File: config.mk
export PLATFORM = sky130hd
export DESIGN_NAME = seg7_scan_driver
export DESIGN_NICKNAME = d
export VERILOG_FILES = /design/src/rtl/seg7_pkg.sv /design/src/rtl/hex7seg.sv /design/src/rtl/seg7_scan_driver.sv
export SDC_FILE = /design/constraint.sdc
export NUM_CORES = 1
export LEC_CHECK = 0
export CAP_MARGIN = 40
export CORE_ASPECT_RATIO = 1.2
export CORE_UTILIZATION = 55
export DETAILED_ROUTE_END_ITERATION = 8
export PLACE_DENSITY = 0.79
export REMOVE_ABC_BUFFERS = 1
export SLEW_MARGIN = 20
export SYNTH_ARGS = -nofsm -noshare
export SYNTH_HDL_FRONTEND = slang
export SYNTH_SLANG_ARGS = --single-unit
File: constraint.sdc
create_clock -name clk -period 3.25 [get_ports clk]
set_clock_uncertainty 0.2 [all_clocks]
set_input_delay 0.8125 -clock clk [delete_from_list [all_inputs] [get_ports clk]]
set_output_delay 0.8125 -clock clk [all_outputs]
set_load 0.05 [all_outputs]
File: src/rtl/seg7_pkg.sv
// seg7_pkg: shared constants and types for the seven-segment display logic
package seg7_pkg;
  localparam int NUM_DIGITS = 8;
  localparam logic [6:0] SEG_BLANK = 7'h7F;
  localparam logic [7:0] AN_OFF = 8'hFF;
  typedef logic [2:0] digit_idx_t;
  typedef struct packed {
    logic [31:0] data;
    logic [7:0]  dp;
    logic [7:0]  en;
  } disp_t;
endpackage

File: src/rtl/hex7seg.sv
// hex7seg: hex nibble to active-low abcdefg segment pattern (seg_o[6] = a)
module hex7seg (
  input  logic [3:0] hex_i,
  output logic [6:0] seg_o
);
  always_comb begin
    seg_o = 7'h7F;
    case (hex_i)
      4'h0: seg_o = 7'b0000001;
      4'h1: seg_o = 7'b1001111;
      4'h2: seg_o = 7'b0010010;
      4'h3: seg_o = 7'b0000110;
      4'h4: seg_o = 7'b1001100;
      4'h5: seg_o = 7'b0100100;
      4'h6: seg_o = 7'b0100000;
      4'h7: seg_o = 7'b0001111;
      4'h8: seg_o = 7'b0000000;
      4'h9: seg_o = 7'b0000100;
      4'hA: seg_o = 7'b0001000;
      4'hB: seg_o = 7'b1100000;
      4'hC: seg_o = 7'b0110001;
      4'hD: seg_o = 7'b1000010;
      4'hE: seg_o = 7'b0110000;
      4'hF: seg_o = 7'b0111000;
    endcase
  end
endmodule

File: src/rtl/seg7_scan_driver.sv
// seg7_scan_driver: double-buffered 8-digit multiplexed seven-segment driver
module seg7_scan_driver
  import seg7_pkg::*;
#(
  parameter int NUM_DIGITS = 8,
  parameter int SCAN_DIV   = 100000,
  parameter int BLANK_CYC  = 2
) (
  input  logic        clk,
  input  logic        reset_n,
  input  logic        load,
  input  logic [31:0] data,
  input  logic [7:0]  dp_mask,
  input  logic [7:0]  en_mask,
  output logic [7:0]  AN,
  output logic [6:0]  A2G,
  output logic        DP,
  output logic        frame_done,
  output logic        pending
);
  if (NUM_DIGITS != seg7_pkg::NUM_DIGITS) $error("seg7_scan_driver supports only 8 digits");
  if (SCAN_DIV < 2) $error("SCAN_DIV must be at least 2");
  if (BLANK_CYC >= SCAN_DIV) $error("BLANK_CYC must be less than SCAN_DIV");

  localparam int CW = $clog2(SCAN_DIV);
  localparam logic [CW-1:0] CNT_LAST = CW'(SCAN_DIV - 1);
  localparam logic [CW-1:0] CNT_BLANK = CW'(BLANK_CYC);

  logic [CW-1:0] cnt_q, cnt_d;
  digit_idx_t    idx_q, idx_d;
  disp_t         shd_q, shd_d, act_q, act_d;
  logic          pend_q, pend_d, fd_q, fd_d, dp_q, dp_d;
  logic [7:0]    an_q, an_d;
  logic [6:0]    a2g_q, a2g_d, seg;
  logic          wrap, boundary, blank;

  hex7seg u_hex (.hex_i(act_q.data[{idx_q, 2'b00} +: 4]), .seg_o(seg));

  assign wrap     = cnt_q == CNT_LAST;
  assign boundary = wrap && idx_q == 3'd7;
  assign blank    = cnt_q < CNT_BLANK || !act_q.en[idx_q];

  // The swap reads pend_q/shd_q, so a load in the boundary cycle waits a frame
  always_comb begin
    cnt_d  = wrap ? '0 : cnt_q + 1'b1;
    idx_d  = wrap ? idx_q + 1'b1 : idx_q;
    act_d  = (boundary && pend_q) ? shd_q : act_q;
    shd_d  = load ? '{data: data, dp: dp_mask, en: en_mask} : shd_q;
    pend_d = load || (pend_q && !boundary);
    fd_d   = boundary;
    an_d   = blank ? AN_OFF : ~(8'b1 << idx_q);
    a2g_d  = blank ? SEG_BLANK : seg;
    dp_d   = blank || !act_q.dp[idx_q];
  end

  always_ff @(posedge clk) begin
    if (!reset_n) begin
      cnt_q  <= '0;
      idx_q  <= '0;
      shd_q  <= '0;
      act_q  <= '0;
      pend_q <= 1'b0;
      fd_q   <= 1'b0;
      an_q   <= AN_OFF;
      a2g_q  <= SEG_BLANK;
      dp_q   <= 1'b1;
    end else begin
      cnt_q  <= cnt_d;
      idx_q  <= idx_d;
      shd_q  <= shd_d;
      act_q  <= act_d;
      pend_q <= pend_d;
      fd_q   <= fd_d;
      an_q   <= an_d;
      a2g_q  <= a2g_d;
      dp_q   <= dp_d;
    end
  end

  assign AN         = an_q;
  assign A2G        = a2g_q;
  assign DP         = dp_q;
  assign frame_done = fd_q;
  assign pending    = pend_q;
endmodule
==> Implementation_results.wiki <==
{| class="wikitable"
! Metric !! Value
|-
| Initial core utilization || 0.572
|-
| Launch point of the critical path || pending
|-
| Yosys warnings || 0
|-
| Setup repair after global routing missed its margin || no
|-
| Antenna violations before repair || 0
|-
| Fraction of the mapped netlist area in compound gates || 0.0689
|-
| Slew at the pin closest to its max-slew limit || roughly 0.65 ns
|-
| Commonest cells after routing, fill and taps aside || sky130_fd_sc_hd__dfxtp_1, sky130_fd_sc_hd__nand2_1, sky130_fd_sc_hd__clkdlybuf4s50_1
|-
| Number of synthesized register bits || ~130
|-
| Async SR Flop Fraction || 0
|-
| CTS tree || built
|-
| Status || finished, final reports clean
|-
| Maximum root-to-sink buffer count || 2
|-
| Post-route cell area || between 6000 and 7000 µm²
|-
| Cell class contributing the biggest share of worst-path delay || buffers and inverters
|-
| Setup crit end kind || primary output
|-
| Count of pins on the block boundary || between 60 and 70
|-
| Area share of and/or/nand/nor cells after synthesis || 0.187
|-
| CTS HTree Levels || 4
|-
| Largest net degree at the start of global routing || 65
|-
| Gpl congestion || ~0.85
|-
| DRT iter0 DRCs || approximately 190
|-
| Max frequency || roughly 380 MHz
|-
| Width of the chip || slightly above 90 µm
|-
| Most frequent standard cell in the layout excluding fill and tap cells || sky130_fd_sc_hd__dfxtp_1
|-
| Insertion delay to the later sink of the worst-skew pair || between 0.4 and 0.5 ns
|-
| Routed Antenna Nets || 0
|-
| Antenna cells || 0
|-
| Critical Path RT || between 2 and 2.5 ns
|-
| Vias || 4,167
|-
| Die Y-Extent || about 110 µm
|-
| Total DRC errors in the routed layout || 0
|-
| Kind of path behind the tightest hold check || reg -> reg
|-
| Hold path startpoint || cnt_q[0]
|-
| Final period util || 0.804
|-
| Seq. cell area || about 2700 µm²
|-
| First-pass GRT wire length || approximately 19,000 µm
|-
| Number of setup violations in the final report || 0
|-
| Clock-pin slew on the worst setup and hold paths || roughly 0.060 ns
|-
| Number of flops mapped to enable cells by yosys || 0
|-
| Largest incremental delay on the critical path || between 0.8 and 0.9 ns
|-
| Mux contribution to synthesized area || 0.161
|-
| Cell area after synthesis || approximately 5500 µm²
|-
| Die area || 10,400 µm²
|-
| Num rows || 39
|-
| Final slew viol count || 0
|-
| Crit path arrival time || ~1.6 ns
|-
| Max Cap Viol || 0
|-
| Resized cells post-CTS || 0
|-
| Period minus WS final || 2.61 ns
|-
| Total GRT Usage || 0.238
|-
| Via density per instance || roughly 5.5
|-
| Clock root buffer || sky130_fd_sc_hd__clkbuf_16
|-
| Number of nets at the end of the flow || just under 700
|-
| Number of buffers and inverters on the critical path || 1
|-
| Initial DRT Pass Iterations || 4
|-
| Number of global-route vias before repair || 4,110
|-
| Port Buffer Count || 68
|-
| Half-perimeter wire length after detailed placement || between 7000 and 8000 µm
|-
| Power consumption || a little under 0.004 W
|-
| Placeable core region || 9610 µm²
|-
| Synthesized instance count || around 570
|-
| Area growth from synthesis to layout || 24.9%
|-
| Adder-cell share of the synthesized area || 0.0296
|-
| Average instance area after synthesis || just under 10 µm²
|-
| Highest net fanout along the worst path || 4
|-
| Worst setup margin || roughly 0.64 ns
|-
| Leak pwr || roughly 2.7 nW
|-
| Fraction of synthesized cell area in xor and xnor cells || 0.0255
|-
| Startpoint of the worst register-to-register path || idx_q[0]
|-
| Final Hold Fails || 0
|-
| Proportion of layout cells with a drive suffix above 1 || 0.0952
|-
| Count of cell types in the netlist || 42
|-
| Power per Cell Area || 574 nW/µm²
|-
| Worst slew margin relative to its limit || 0.564
|-
| Overflow after GRT || 0
|-
| Multi-input logic area || 2600 µm²
|-
| Share of the yosys chip area belonging to registers || 0.488
|-
| Post-detailed-placement cell area || approximately 6200 µm²
|-
| Critical path startpoint category || register
|-
| Routed wire length || 11,400 µm
|-
| Critical path class || reg -> out
|-
| Hold buffer count at cts || 0
|-
| Post-Place Worst Slack || 0.632 ns
|-
| TritonCTS sink count || between 100 and 150
|-
| Largest family of logic cells by synthesized area || simple AND/OR/NAND/NOR gates
|-
| Worst-path cell chain || clkdlybuf4s50_1
|-
| Setup_tns || 0 ns
|-
| VDD IR-drop max || 0.380 mV
|-
| Number of buffers inserted by post-CTS setup repair || 0
|-
| Average wire per standard cell || 15.0 µm
|-
| Predominant post-synthesis flop cell || sky130_fd_sc_hd__dfxtp_1
|-
| Layout fillers || roughly 660
|-
| Crit-path slowest cell || sky130_fd_sc_hd__clkdlybuf4s50_1
|-
| Number of CTS-inserted buffers || 17
|}
[metrics by stage]
| step | cells | hold slack [ns] | util |
|---|---|---|---|
| 3_5_place_dp | 732 | 0.232 | 0.648 |
| 4_1_cts | 764 | 0.248 | 0.715 |
| 5_1_grt | 764 | 0.262 | 0.715 |
| 3_3_place_gp | 732 | 0.224 | 0.648 |
| 2_1_floorplan | 532 | 0.213 | - |
| 6_report | 764 | 0.245 | 0.715 |
[worst reg2reg max path: stages, from the launching register on]
cell and delay [ns]:
sky130_fd_sc_hd__dfxtp_1 0.69, sky130_fd_sc_hd__mux4_2 0.57, sky130_fd_sc_hd__mux2_4 0.32, sky130_fd_sc_hd__ha_1 0.25, sky130_fd_sc_hd__or2_1 0.24, sky130_fd_sc_hd__a21oi_1 0.14
sky130_fd_sc_hd__o21ai_1 0.08
[final timing paths]
kind              cells past startpoint       end  slack [ns]
hold / removal                        1  cnt_q[0]        0.25
setup / recovery                      1   pending        0.64
hold reg to reg                       1  cnt_q[0]        0.25
setup reg to reg                      6    A2G[3]        0.64
[registers in the layout (all words and copies together) (netlist names)]
signal / count
pending: 1
act_q: 48
DP: 1
shd_q: 48
AN: 8
A2G: 7
cnt_q: 17
frame_done: 1
idx_q: 3
[metal layers]
layer,up-vias,part of all wire,track usage
li1,2033,-,-
met1,2003,0.45,0.280
met2,104,0.49,0.394
met3,27,0.041,0.0690
met4,0,0.026,0.115
met5,-,0,0
[final cells by class]
| class | count | area share |
|---|---|---|
| flip-flops and latches | 134 | 0.391 |
| multi-input cells | 388 | 0.378 |
| repair buffers | 77 | 0.110 |
| clock buffers | 21 | 0.0685 |
| clock inverters | 11 | 0.0251 |
| well taps | 123 | 0.0224 |
| inverters | 10 | 0.00546 |
[where the power goes]
| part | switching (W) | leakage [nW] | internal (W) |
|---|---|---|---|
| clock | 0.000714 | 0.302 | 0.00134 |
| sequential | 0.0000231 | 1.09 | 0.00168 |
| combinational | 0.0000762 | 1.26 | 0.000104 |
[cell families (layout without fill, tap and decap cells)]
family                     count (synthesis)  after routing
AOI/OAI and AO/OA                         63             63
xor gates and xnor gates                  16             16
adders and majority gates                 13             13
buffers and inverters                     43            119
DFF                                      134            134
muxes                                     69             69
and+or+nand+nor                          227            227
[cells in the mapped netlist, drive strengths merged, types with 5 or more instances]
| cell | number | area, µm² |
|---|---|---|
| xnor2 | 8 | 70.1 |
| dfxtp | 134 | 2680 |
| mux4 | 12 | 285 |
| mux2i | 56 | 586 |
| clkbuf | 15 | 56.3 |
| nor2b | 30 | 188 |
| nand3 | 8 | 40.0 |
| ha | 13 | 163 |
| and3 | 6 | 37.5 |
| nor3 | 6 | 30.0 |
| inv | 10 | 37.5 |
| and2 | 6 | 37.5 |
| a21oi | 48 | 240 |
| xor2 | 8 | 70.1 |
| nand2 | 117 | 442 |
| nor2 | 39 | 146 |
| nand4 | 6 | 37.5 |
| o221ai | 5 | 62.6 |
| buf | 18 | 126 |
(Power assumes the default switching activity.)
